### src/rtl/tone_pkg.sv
// Shared constants for the tone detector: note count, nominal periods at 1 MHz,
// FSM state encoding and the 7-segment digit lookup.
package tone_pkg;

  localparam int NUM_NOTES = 14;
  localparam int NOTE_W    = 4;

  typedef enum logic [1:0] {
    ST_IDLE  = 2'd0,
    ST_ARMED = 2'd1,
    ST_ACQ   = 2'd2,
    ST_LOCK  = 2'd3
  } state_e;

  // Nominal period in clock cycles; 0..6 low octave, 7..13 middle octave.
  function automatic logic [15:0] nom_period(input logic [NOTE_W-1:0] idx);
    logic [15:0] p;
    case (idx)
      4'd0:    p = 16'd3817;
      4'd1:    p = 16'd3401;
      4'd2:    p = 16'd3030;
      4'd3:    p = 16'd2865;
      4'd4:    p = 16'd2551;
      4'd5:    p = 16'd2273;
      4'd6:    p = 16'd2024;
      4'd7:    p = 16'd1912;
      4'd8:    p = 16'd1704;
      4'd9:    p = 16'd1517;
      4'd10:   p = 16'd1433;
      4'd11:   p = 16'd1276;
      4'd12:   p = 16'd1136;
      4'd13:   p = 16'd1012;
      default: p = 16'd0;
    endcase
    return p;
  endfunction

  // {dp,g,f,e,d,c,b,a}; dp marks the middle octave.
  function automatic logic [7:0] seg_code(input logic [NOTE_W-1:0] idx);
    logic [NOTE_W-1:0] digit;
    logic [6:0]        segs;
    logic              mid;
    mid   = (idx >= 4'd7) && (idx < 4'd14);
    digit = (idx >= 4'd7) ? idx - 4'd7 : idx;
    case (digit)
      4'd0:    segs = 7'h06;
      4'd1:    segs = 7'h5B;
      4'd2:    segs = 7'h4F;
      4'd3:    segs = 7'h66;
      4'd4:    segs = 7'h6D;
      4'd5:    segs = 7'h7D;
      4'd6:    segs = 7'h07;
      default: segs = 7'h00;
    endcase
    return {mid, segs};
  endfunction

endpackage

### src/rtl/tone_period_meter.sv
// Synchronises the incoming tone, detects rising edges and measures the
// spacing between them with a counter that saturates instead of wrapping.
module tone_period_meter #(
  parameter int CW      = 16,
  parameter int TIMEOUT = 20000
) (
  input  logic          clk_i,
  input  logic          rst_i,
  input  logic          tone_i,
  output logic          rise_o,
  output logic [CW-1:0] period_o,
  output logic          timeout_o
);

  logic          sync1_q, sync2_q, edge_q;
  logic [CW-1:0] cnt_q, cnt_d;

  assign rise_o    = sync2_q & ~edge_q;
  assign period_o  = cnt_q;
  assign timeout_o = (cnt_q >= CW'(TIMEOUT));

  always_comb begin
    cnt_d = cnt_q;
    if (rise_o) begin
      cnt_d = CW'(1);
    end else if (cnt_q < CW'(TIMEOUT)) begin
      cnt_d = cnt_q + CW'(1);
    end else begin
      cnt_d = CW'(TIMEOUT);
    end
  end

  always_ff @(posedge clk_i) begin
    if (rst_i) begin
      sync1_q <= 1'b0;
      sync2_q <= 1'b0;
      edge_q  <= 1'b0;
      cnt_q   <= '0;
    end else begin
      sync1_q <= tone_i;
      sync2_q <= sync1_q;
      edge_q  <= sync2_q;
      cnt_q   <= cnt_d;
    end
  end

endmodule

### src/rtl/tone_detector.sv
// Identifies which of 14 notes is present on tone_in by matching measured
// periods against the nominal table and locking after CONFIRM agreeing periods.
module tone_detector import tone_pkg::*; #(
  parameter int TOL     = 30,
  parameter int CONFIRM = 3,
  parameter int TIMEOUT = 20000,
  parameter int CW      = 16
) (
  input  logic                 clk_in,
  input  logic                 rst,
  input  logic                 tone_in,
  output logic                 note_valid,
  output logic [NOTE_W-1:0]    note_idx,
  output logic [NUM_NOTES-1:0] key_onehot,
  output logic                 note_strobe,
  output logic [7:0]           codeout
);

  localparam int CNT_W = (CONFIRM > 1) ? $clog2(CONFIRM + 1) : 1;

  logic                 rise_s, timeout_s;
  logic [CW-1:0]        period_s;
  logic                 match_vld_s, lock_s;
  logic [NOTE_W-1:0]    match_idx_s;
  state_e               state_q, state_d;
  logic [NOTE_W-1:0]    cand_q, cand_d;
  logic [CNT_W-1:0]     conf_q, conf_d;
  logic                 valid_q, valid_d, strobe_q, strobe_d;
  logic [NOTE_W-1:0]    idx_q, idx_d;
  logic [NUM_NOTES-1:0] onehot_q, onehot_d;
  logic [7:0]           code_q, code_d;

  tone_period_meter #(.CW(CW), .TIMEOUT(TIMEOUT)) u_meter (
    .clk_i     (clk_in),
    .rst_i     (rst),
    .tone_i    (tone_in),
    .rise_o    (rise_s),
    .period_o  (period_s),
    .timeout_o (timeout_s)
  );

  // A saturated period never matches, even if a note window reached that far.
  function automatic logic in_window(input logic [CW-1:0] p, input logic [15:0] nom);
    logic [31:0] p32, n32;
    p32 = 32'(p);
    n32 = 32'(nom);
    return (p32 + 32'(TOL) >= n32) && (p32 <= n32 + 32'(TOL)) && (p32 < 32'(TIMEOUT));
  endfunction

  // Windows are disjoint, so the priority order only matters for robustness.
  always_comb begin
    match_vld_s = 1'b0;
    match_idx_s = '0;
    for (int n = NUM_NOTES - 1; n >= 0; n--) begin
      if (in_window(period_s, nom_period(NOTE_W'(n)))) begin
        match_vld_s = 1'b1;
        match_idx_s = NOTE_W'(n);
      end else begin
        match_vld_s = match_vld_s;
      end
    end
  end

  always_comb begin
    state_d = state_q;
    cand_d  = cand_q;
    conf_d  = conf_q;
    if (timeout_s && (state_q != ST_IDLE)) begin
      state_d = ST_IDLE;
      conf_d  = '0;
    end else if (rise_s) begin
      case (state_q)
        ST_IDLE: state_d = ST_ARMED;
        ST_ARMED, ST_ACQ, ST_LOCK: begin
          if (!match_vld_s) begin
            state_d = ST_ARMED;
            conf_d  = '0;
          end else if ((state_q != ST_ARMED) && (match_idx_s == cand_q)) begin
            if (state_q == ST_ACQ) begin
              conf_d  = conf_q + CNT_W'(1);
              state_d = (32'(conf_q) + 32'd1 >= 32'(CONFIRM)) ? ST_LOCK : ST_ACQ;
            end else begin
              state_d = ST_LOCK;
            end
          end else begin
            cand_d  = match_idx_s;
            conf_d  = CNT_W'(1);
            state_d = (CONFIRM <= 1) ? ST_LOCK : ST_ACQ;
          end
        end
        default: state_d = ST_IDLE;
      endcase
    end else begin
      state_d = state_q;
    end
  end

  // Outputs follow the next state so they appear one cycle after the deciding rise.
  always_comb begin
    lock_s   = (state_d == ST_LOCK);
    valid_d  = lock_s;
    idx_d    = lock_s ? cand_d : '0;
    onehot_d = lock_s ? ({{(NUM_NOTES-1){1'b0}}, 1'b1} << cand_d) : '0;
    code_d   = lock_s ? seg_code(cand_d) : 8'h00;
    strobe_d = lock_s && ((state_q != ST_LOCK) || (cand_d != cand_q));
  end

  always_ff @(posedge clk_in) begin
    if (rst) begin
      state_q  <= ST_IDLE;
      cand_q   <= '0;
      conf_q   <= '0;
      valid_q  <= 1'b0;
      strobe_q <= 1'b0;
      idx_q    <= '0;
      onehot_q <= '0;
      code_q   <= 8'h00;
    end else begin
      state_q  <= state_d;
      cand_q   <= cand_d;
      conf_q   <= conf_d;
      valid_q  <= valid_d;
      strobe_q <= strobe_d;
      idx_q    <= idx_d;
      onehot_q <= onehot_d;
      code_q   <= code_d;
    end
  end

  assign note_valid  = valid_q;
  assign note_idx    = idx_q;
  assign key_onehot  = onehot_q;
  assign note_strobe = strobe_q;
  assign codeout     = code_q;

endmodule
### config.mk
export PLATFORM = sky130hd
export DESIGN_NAME = tone_detector
export DESIGN_NICKNAME = d
export VERILOG_FILES = /design/src/rtl/tone_pkg.sv /design/src/rtl/tone_period_meter.sv /design/src/rtl/tone_detector.sv
export SDC_FILE = /design/constraint.sdc
export NUM_CORES = 1
export LEC_CHECK = 0
export BUFFER_PORTS_ARGS = -buffer_cell sky130_fd_sc_hd__buf_2
export CORE_AREA = 8 8 107 109
export DETAILED_ROUTE_END_ITERATION = 6
export DIE_AREA = 0 0 115 117
export GPL_ROUTABILITY_DRIVEN = 0
export GPL_TIMING_DRIVEN = 0
export HOLD_SLACK_MARGIN = 0.1
export PLACE_DENSITY = 0.67
export SLEW_MARGIN = 20
export SYNTH_ARGS = -nofsm -noshare
export SYNTH_HDL_FRONTEND = slang
export SYNTH_SLANG_ARGS = --single-unit
### constraint.sdc
create_clock -name clk_in -period 7.3 [get_ports clk_in]
set_clock_uncertainty 0.05 [all_clocks]
set_input_delay 0.73 -clock clk_in [delete_from_list [all_inputs] [get_ports clk_in]]
set_output_delay 0.73 -clock clk_in [all_outputs]
set_load 0.005 [all_outputs]
======== Word level (Yosys, flattened, before mapping) ========
Index checks and enable logic that the tools add are counted.
word-level totals
  input bits .............................. 3
  word-level logic and storage cells ...... 162
  output and inout bits ................... 28
  bits in registers ....................... 55
cells by class
  add/sub/neg operators ................... 5
  bitwise operators ....................... 4
  shift-type cells ........................ 1
  $lt $le $gt $ge ......................... 34
  multiplexer cells ....................... 47
  eq/ne operators ......................... 15
  reduce and logical (&&, ||, !) cells .... 42
operator list
  cell                   number
  $ge 32x11->1 const B   7
  $ge 32x12->1 const B   5
  $le 16x11->1 const B   7
  $le 16x12->1 const B   7
  $mux 4                 20
  $pmux 7 s7             1
  $ge 32x10->1 const B   1
  $logic_and 1x1->1      32
  $lt 16x15->1 const B   2
  $add 16x5->17 const B  1
  $ge 17x12->1 const B   1
  $mux 1                 17
  $add 16x1->16 const B  1
  $ge 16x15->1 const B   1
  $mux 15                1
  $mux 2                 7
  $shl 1x4->14 const A   1
  $eq 4x3->1 const B     3
  $eq 4x2->1 const B     2
  $eq 2x2->1 const B     3
  $reduce_or 2->1        3
  $reduce_or 3->1        2
  $eq 4x1->1 const B     1
  $eq 4x4->1             1
  19 further kinds       21

======== Depth between registers and ports, before layout ========
Gate-level depths: netlist (run 1).
  depth after elaboration ................. 29
  mapped depth ............................ 24
  gate-level depth less buffers ........... 20

======== Hierarchy ========
A second synthesis (run 1) with hierarchy kept.
unflattened totals
  cells, all modules ...................... 539
  area total of the unflattened synthesis .. 4396.7 um2
modules (own cells, without submodules)
  module             seq. area each (um2)  area each (um2)  times used  cells an instance
  tone_detector      720.7                 3527.1           1           447
  tone_period_meter  380.4                 869.6            1           92

======== Least setup slack after synthesis (run 1) ========
No wires, ideal clock.
  kind .................................... register to register
  from .................................... register u_meter.cnt_q[2], in the netlist u_meter.period_o[2]
  to ...................................... register code_q[3], in the netlist codeout[3]
  setup slack ............................. 1585 ps
  cell stages (with the launch flop) ...... 25
  arrival ................................. 5573 ps
  library setup time ...................... 92 ps
  data required time ...................... 7158 ps
  cells stage by stage .................... dfxtp_1 -> clkbuf_1 -> inv_1 -> ha_1 -> buf_2 -> nor3b_2 -> buf_6 -> nor4_2 -> a211o_1 -> a41oi_1 -> a41o_1 -> a211o_1 -> a211o_1 -> or3_1 -> a211oi_2 -> a31oi_2 -> mux2_2 -> clkbuf_1 -> ha_1 -> and3_1 -> o21ai_0 -> a21oi_1 -> or2_0 -> clkbuf_1 -> nor4_1
on the way
  longest elaborated chain between the ends .. 29
ends and longest elaborated chain
  element                                    RTL line                 RTL
  start: declaration                         tone_period_meter.sv:16  logic [CW-1:0] cnt_q, cnt_d;
  start signal: assignment                   tone_period_meter.sv:43  cnt_q <= cnt_d;
  $add 16x5->17                              tone_detector.sv:47      return (p32 + 32'(TOL) >= n32) && (p32 <= n32 + 32'(TOL)) && (p32 < 32'(TIMEOUT));
  $ge 32x10->1                               tone_detector.sv:47
  $logic_and 1x1->1 (2 in a row)             tone_detector.sv:47
  $mux 4 (14 in a row)                       tone_detector.sv:55      if (in_window(period_s, nom_period(NOTE_W'(n)))) begin
  $eq 4x4->1                                 tone_detector.sv:78      end else if ((state_q != ST_ARMED) && (match_idx_s == cand_q)) begin
  $logic_and 1x1->1                          tone_detector.sv:78
  $mux 4                                     tone_detector.sv:78
  $mux 4                                     tone_detector.sv:75      if (!match_vld_s) begin
  $mux 4                                     tone_detector.sv:72      case (state_q)
  $mux 4                                     tone_detector.sv:71      end else if (rise_s) begin
  $mux 4 (*)                                 tone_detector.sv:68      if (timeout_s && (state_q != ST_IDLE)) begin
  via cand_d[0]                              tone_detector.sv:26      logic [NOTE_W-1:0] cand_q, cand_d;
  $sub 4x3->4 or $ge 4x3->1 (tied branches)  tone_pkg.sv:44           digit = (idx >= 4'd7) ? idx - 4'd7 : idx;
  $mux 4 (*)                                 tone_pkg.sv:44
  $eq 4x3->1 (tied with other cells)         tone_pkg.sv:45           case (digit)
  $pmux 7 s7 (*)                             tone_pkg.sv:45
  end signal: assignment                     tone_detector.sv:126     code_q <= code_d;
  end: declaration                           tone_detector.sv:31      logic [7:0] code_q, code_d;
Mark *: on every way through the listed nets, which the timed path passes. The rest lies on a longest branch.
A chain may end at the register's enable or synchronous reset.

======== Worst setup path after layout (run 1) ========
Same ends and word-level chain as after synthesis.

==> run_results.csv, run 1 <==
group,metric,value,unit
yosys,synth_area_leaders,"dfxtp_1, nor2_1, ha_1, a21oi_1, nand3_1",
sta,max_freq,149,MHz
placed_design,io_buffers,30,
grt,antenna_found_initial,0,
critical_path,cp.required,7.48,ns
sta,setup_violations,0,
power_and_ir_drop,pwr-share-comb,23.0,%
sta,hold_viol,0,
yosys,synthFlopType,"dfxtp_1",
critical_path,rrSetupSlack,0.60,ns
die,die_x,115,µm
clocking,cts_tree,"done",
clocking,cts_root_buf,"clkbuf_8",
power_and_ir_drop,leakagePower,1.80,nW
critical_path,slowest_stage,"nor3b_2",
layout,num_antenna_cells,0,
sta,min_period,6.70,ns
power_and_ir_drop,ir_drop,0.000100,V
status,outcome,"finished clean",
sta,tns,0,ns
clocking,clkSlewWorstSetupHoldPaths,0.11,ns
detailed_routing,wl_per_cell,17.5,µm
clocking,cts.htree.levels,2,
yosys,yosys.area.top_type,"dfxtp_1",
layout,final_layout_size_suffix_gt1_share,13.8,%
critical_path,worstSetupPathType,"flop to flop",
die,initial_utilization,43.1,%
grt,grtUsageTotal,19.1,%
critical_path,crit_chain,"clkbuf_1 -> inv_1 -> ha_1 -> buf_2 -> nor3b_2 -> buf_6 -> xnor2_1 -> o22ai_1 -> o31ai_1 -> a221oi_1 -> nor3b_2 -> nor2b_1 -> nand4_1 -> nand2_1 -> a31oi_2 -> mux2_2 -> clkbuf_1 -> ha_1 -> and3_1 -> o21ai_0 -> a21oi_1 -> or2_0 -> clkbuf_1 -> nor4_1",
detailed_routing,avgViaCountPerCell,6.20,
grt,grt_max_degree,19,
sta,timing.hold.ws,0.402,ns
die,die-area,13500,µm²
critical_path,reg2reg_depth,24,
grt,grt_pass1_vias,4139,
power_and_ir_drop,switchingPower,217,µW
run,maxCapViolations,0,
sta,slew_headroom,35.2,%
yosys,synth_edf_count,0,
power_and_ir_drop,internal_power,425,µW
critical_path,critPathLaunchType,"flop",
detailed_routing,ant_nets,0,
yosys,synth_seq_cells,55,
die,io_pins,31,
detailed_routing,vias,4520,
worst_hold_path,whs_path_depth,1,
detailed_routing,drtPass1Iterations,6,
critical_path,crit_family,"simple AND/OR/NAND/NOR gates",
sta,worst_pin_slew,0.967,ns
die,coreArea,9910,µm²
clocking,cts_buffers,5,
clocking,clock_latency,0.33,ns
critical_path,cp.depth,24,
grt,grt_pass1_wl,20700,µm
critical_path,crit_arrival,6.88,ns
clocking,postCtsHoldBufs,0,
grt,grt.overflow.total,0,
power_and_ir_drop,clkPwrFrac,28.7,%
critical_path,max_stage_delay,0.49,ns
detailed_routing,drc_errors,0,
detailed_routing,routed_wl,12700,µm
yosys,yosysWarnings,0,
yosys,avgSynthCellArea,7.69,µm²
placed_design,dpl.hpwl,9390,µm
power_and_ir_drop,power_per_cell_area,137,nW/µm²
yosys,synth.distinct_cells,77,
layout,final_util,47.3,%
layout,area.growth.synth_to_final,9.74,%
sta,rsz0062_at_grt,"no",
yosys,syn-num-nets,575,
critical_path,crit_path_end_kind,"flop",
critical_path,worst-path-max-fanout,11,
layout,layout.nets,612,
sta,drv_slew,0,
yosys,ys_seq_area_share,25.8,%
sta,fin_crit_sh,91.7,%
clocking,cts_num_sinks,55,
clocking,cts_buffer_depth,2,
power_and_ir_drop,pwr-share-seq,48.3,%
power_and_ir_drop,switching_share,33.7,%
die,die-height,117,µm
critical_path,path_buf_inv,6,
yosys,synth_area,4270,µm²
worst_hold_path,hp-class,"flop to flop",
critical_path,cpMostUsedCell,"clkbuf_1",
yosys,synth_top_area_share,25.8,%
yosys,ys_async_sr_fraction,0,%
detailed_routing,drt_iter0_drc,522,
yosys,syn_inst,555,
die,fp-row-count,37,
[timing repair]
action / 4_1_cts / 5_1_grt
gates resized for setup: 0 / 1
endpoints found under the setup margin: 0 / 3
buffers inserted: 0 / 0
[power groups by stage]
stage | Sequential (mW) | Combinational [mW] | Clock, mW
after CTS | 0.310 | 0.142 | 0.191
after global routing | 0.311 | 0.159 | 0.207
final | 0.310 | 0.147 | 0.184
after floorplan | 0.315 | 0.108 | 0
after detailed placement | 0.317 | 0.141 | 0
after global placement | 0.317 | 0.139 | 0
[synthesized netlist by cell type (6+ instances only)]
library cell  instances
nand2_1              31
o21ai_0              29
and3_1                9
and2_1               16
nand3_1              30
nor4_1                9
inv_1                18
clkbuf_1             14
nand4_1              10
xnor2_1              15
a21oi_1              32
or3_1                 8
dfxtp_1              55
nor2b_1              11
ha_1                 17
mux2i_1               7
nor3_1               23
nor3b_1               7
nor2_1               60
a31oi_1              12
nand2b_1             10
o211ai_1              8
buf_2                11
xor2_1                6
[per-layer routing]
metal / wire [µm] / track usage [%]
met5: 0 / 0
met4: 486 / 8.93
met3: 1140 / 3.49
met2: 5720 / 30.5
met1: 5390 / 24.3
[path summary, 6_finish.rpt]
check / startpoint / endpoint
max: u_meter.period_o[2] / codeout[3]
min: u_meter.sync1_q / u_meter.sync2_q
max reg2reg: u_meter.period_o[2] / codeout[3]
min reg2reg: u_meter.sync1_q / u_meter.sync2_q
[metrics by stage]
step                      instances  setup WS [ns]  instance area [µm²]  total power, mW
after floorplan                 555           1.59                 4270            0.424
after detailed placement        721          0.588                 4590            0.458
after global routing            729         0.0133                 4680            0.676
after CTS                       729          0.541                 4680            0.643
after global placement          721          0.635                 4590            0.455
final                           729          0.604                 4680            0.642
[registers in the layout (all words and copies together), names as in the netlist]
name,count
key_onehot,14
cand_q,4
u_meter.sync2_q,1
u_meter.period_o,16
conf_q,2
u_meter.sync1_q,1
state_q,2
u_meter.edge_q,1
note_strobe,1
note_idx,4
note_valid,1
codeout,8
[layout make-up]
type                       instances  area [µm²]
timing repair buffer              30         150
tap                              136         170
inverter                          19        71.3
multi-input combinational        448        2940
fill                            1013        5230
clock buffer                       5        68.8
buffer                            33         160
clock inverter                     3        22.5
sequential                        55        1100
[layout by cell type (no fill, tap or decap), types with 11 or more instances in the layout]
cell / count
dfxtp_1: 55
clkbuf_1: 14
nor3_1: 23
inv_1: 18
nor2b_1: 11
xnor2_1: 15
and2_1: 16
buf_2: 41
a31oi_1: 12
a21oi_1: 31
nand2_1: 31
o21ai_0: 29
nor2_1: 60
ha_1: 17
nand3_1: 30
[worst reg2reg max path: stages, from the launching register on]
cell      delay (ns)
dfxtp_1         0.46
clkbuf_1        0.27
inv_1           0.18
ha_1            0.18
buf_2           0.23
nor3b_2         0.49
buf_6           0.24
xnor2_1         0.08
o22ai_1         0.41
o31ai_1         0.20
a221oi_1        0.39
nor3b_2         0.38
nor2b_1         0.37
nand4_1         0.22
nand2_1         0.30
a31oi_2         0.17
mux2_2          0.36
clkbuf_1        0.24
ha_1            0.32
and3_1          0.17
o21ai_0         0.15
a21oi_1         0.07
or2_0           0.21
clkbuf_1        0.19
nor4_1          0.29
[cell families after synthesis]
group | count (synthesis) | share of synthesized area (%)
compound gates | 151 | 25.3
xor+xnor | 22 | 4.96
fa+ha+maj | 17 | 4.99
buf+inv | 52 | 5.42
flops | 55 | 25.8
mux | 10 | 2.52
other cells | 1 | 0.0879
simple gates | 247 | 30.9
Note: power is estimated with default switching activity, not from simulation.
==> inputs of run 2 (changes only) <==
--- a/config.mk
+++ b/config.mk
@@ -6,14 +6,15 @@
 export NUM_CORES = 1
 export LEC_CHECK = 0
 export BUFFER_PORTS_ARGS = -buffer_cell sky130_fd_sc_hd__buf_2
-export CORE_AREA = 8 8 107 109
+export CORE_AREA = 8 8 140 142
 export DETAILED_ROUTE_END_ITERATION = 6
-export DIE_AREA = 0 0 115 117
+export DIE_AREA = 0 0 148 150
 export GPL_ROUTABILITY_DRIVEN = 0
 export GPL_TIMING_DRIVEN = 0
 export HOLD_SLACK_MARGIN = 0.1
-export PLACE_DENSITY = 0.67
+export PLACE_DENSITY = 0.45
 export SLEW_MARGIN = 20
 export SYNTH_ARGS = -nofsm -noshare
 export SYNTH_HDL_FRONTEND = slang
 export SYNTH_SLANG_ARGS = --single-unit
+export TNS_END_PERCENT = 20
==> constraint.sdc (replaced) <==
create_clock -name clk_in -period 7.45 [get_ports clk_in]
set_clock_uncertainty 0.05 [all_clocks]
set_input_delay 0.745 -clock clk_in [delete_from_list [all_inputs] [get_ports clk_in]]
set_output_delay 0.745 -clock clk_in [all_outputs]
set_load 0.005 [all_outputs]
==> run_results.csv, run 2 (synthesized netlist as in run 1, its figures left out) <==
group,metric,value,unit
worst_hold_path,min_to,"u_meter.sync2_q",
clocking,cts_root_buf,"clkbuf_16",
grt,grt.overflow.total,0,
worst_hold_path,hp-start,"u_meter.sync1_q",
worst_hold_path,hp-class,"flop to flop",
die,initial_utilization,24.3,%
status,outcome,"finished clean",
clocking,cts-resized-gates,0,
sta,fin_crit_sh,91.7,%
sta,max_freq,146,MHz
sta,tns,0,ns
grt,antenna_found_initial,0,
power_and_ir_drop,finalPower,698,µW
layout,layout.nets,612,
sta,drv_slew,0,
critical_path,rrSetupSlack,0.62,ns
detailed_routing,drt_iter0_drc,364,
critical_path,worst-path-max-fanout,11,
sta,rsz0062_at_grt,"no",
critical_path,reg2reg_depth,22,
grt,grtUsageTotal,12.5,%
layout,final_common_cell,"nor2_1",
layout,fin_cells,822,
detailed_routing,met3_length,775,µm
clocking,cts_buffer_depth,2,
critical_path,cp.required,7.61,ns
detailed_routing,wl_met1,6300,µm
layout,largest_register_ffs,16,
power_and_ir_drop,leakagePower,1.83,nW
detailed_routing,ant_nets,0,
die,die-area,22200,µm²
layout,mostFrequentLayoutCells,"nor2_1, dfxtp_1, buf_2, nand2_1, a21oi_1",
critical_path,r2r-start,"u_meter.period_o[2]",
die,coreArea,17500,µm²
detailed_routing,drc_errors,0,
layout,final_layout_size_suffix_gt1_share,13.8,%
sta,setup_violations,0,
layout,area.growth.synth_to_final,13.8,%
sta,worst_pin_slew,0.927,ns
critical_path,crit_arrival,6.99,ns
sta,timing.hold.ws,0.389,ns
clocking,clock_latency,0.31,ns
sta,hold_viol,0,
detailed_routing,routed.top_layer,"met4",
clocking,postCtsHoldBufs,0,
die,fp-row-count,49,
clocking,clkSlewWorstSetupHoldPaths,0.07,ns
power_and_ir_drop,power_per_cell_area,144,nW/µm²
clocking,cts_tree,"done",
worst_hold_path,whs_path_depth,1,
die,io_pins,31,
critical_path,rr_endpoint,"codeout[2]",
die,die-height,150,µm
sta,slew_headroom,37.9,%
sta,min_period,6.83,ns
detailed_routing,dr_wl_met2,6380,µm
grt,grt_pass1_wl,22400,µm
grt,grt_pass1_vias,4231,
clocking,cts_setup_buffers,0,
critical_path,worstSetupPathType,"flop to flop",
power_and_ir_drop,ir_drop,0.0000756,V
detailed_routing,drtPass1Iterations,5,
detailed_routing,routed_wl,13800,µm
detailed_routing,avgViaCountPerCell,5.25,
placed_design,dp_cells,814,
clocking,cts_buffers,5,
placed_design,io_buffers,30,
clocking,cts_num_sinks,55,
placed_design,dpl.hpwl,10400,µm
clocking,cts.htree.levels,2,
critical_path,crit_path_end_kind,"flop",
layout,num_antenna_cells,0,
detailed_routing,vias,4312,
die,die_x,148,µm
grt,grt_max_degree,20,
detailed_routing,wl_per_cell,16.8,µm
run,maxCapViolations,0,
critical_path,critPathLaunchType,"flop",
run 2: cell count changes in the layout (fill, tap and decap cells not counted), sizes merged:
cell      previous run  this run
clkinvlp             0         1
clkinv               3         1
inv                 19        20
run 2: report_power, final:
group	switching, mW	total (mW)	internal [mW]
combinational	0.0955	0.146	0.0500
sequential	0.00516	0.304	0.298
clock	0.122	0.249	0.128
run 2: worst max-delay path by stage:
stage                        start         end  slack, ns  cells past startpoint
4_1_cts        u_meter.period_o[2]  codeout[2]       0.49                     24
6_report       u_meter.period_o[2]  codeout[2]       0.62                     22
3_5_place_dp   u_meter.period_o[2]  codeout[3]       0.55                     24
5_1_grt        u_meter.period_o[2]  codeout[2]       0.03                     24
3_3_place_gp   u_meter.period_o[2]  codeout[2]       0.51                     24
2_1_floorplan  u_meter.period_o[2]  codeout[3]       1.74                     24
run 2: layout make-up:
| cell class | instances | area (µm²) |
|---|---|---|
| Buffer | 33 | 160 |
| Clock buffer | 5 | 125 |
| Clock inverter | 3 | 25.0 |
| Fill cell | 1991 | 12700 |
| Inverter | 19 | 71.3 |
| Multi-Input combinational cell | 448 | 2940 |
| Sequential cell | 55 | 1100 |
| Tap cell | 229 | 287 |
| Timing Repair Buffer | 30 | 150 |
run 2: critical path: stages, from the launching register on:
cell       delay (ns)
dfxtp_1          0.60
clkbuf_1         0.38
inv_1            0.17
ha_1             0.22
buf_2            0.20
nor3b_2          0.24
buf_6            0.19
nor4_1           0.49
o21ai_0          0.28
a2111oi_0        0.78
a41oi_1          0.14
nand4_1          0.22
nand2_1          0.22
a31oi_2          0.47
mux2_2           0.41
clkbuf_1         0.23
ha_1             0.33
and3_1           0.16
o21ai_0          0.16
a21oi_1          0.07
or2_0            0.21
clkbuf_1         0.18
a311oi_1         0.30
run 2: routing by layer:
layer	global-route usage [%]	up-vias
li1	-	2102
met1	16.0	2048
met2	20.5	137
met3	2.12	25
met4	4.59	0
met5	0	-
run 2: through the flow:
stage / setup WS, ns / instance area [µm²] / utilization (%)
after global routing: 0.0297 / 4860 / 27.7
after detailed placement: 0.549 / 4700 / 26.8
after floorplan: 1.74 / 4270 / -
after global placement: 0.515 / 4700 / 26.8
after CTS: 0.495 / 4850 / 27.7
final: 0.618 / 4860 / 27.7
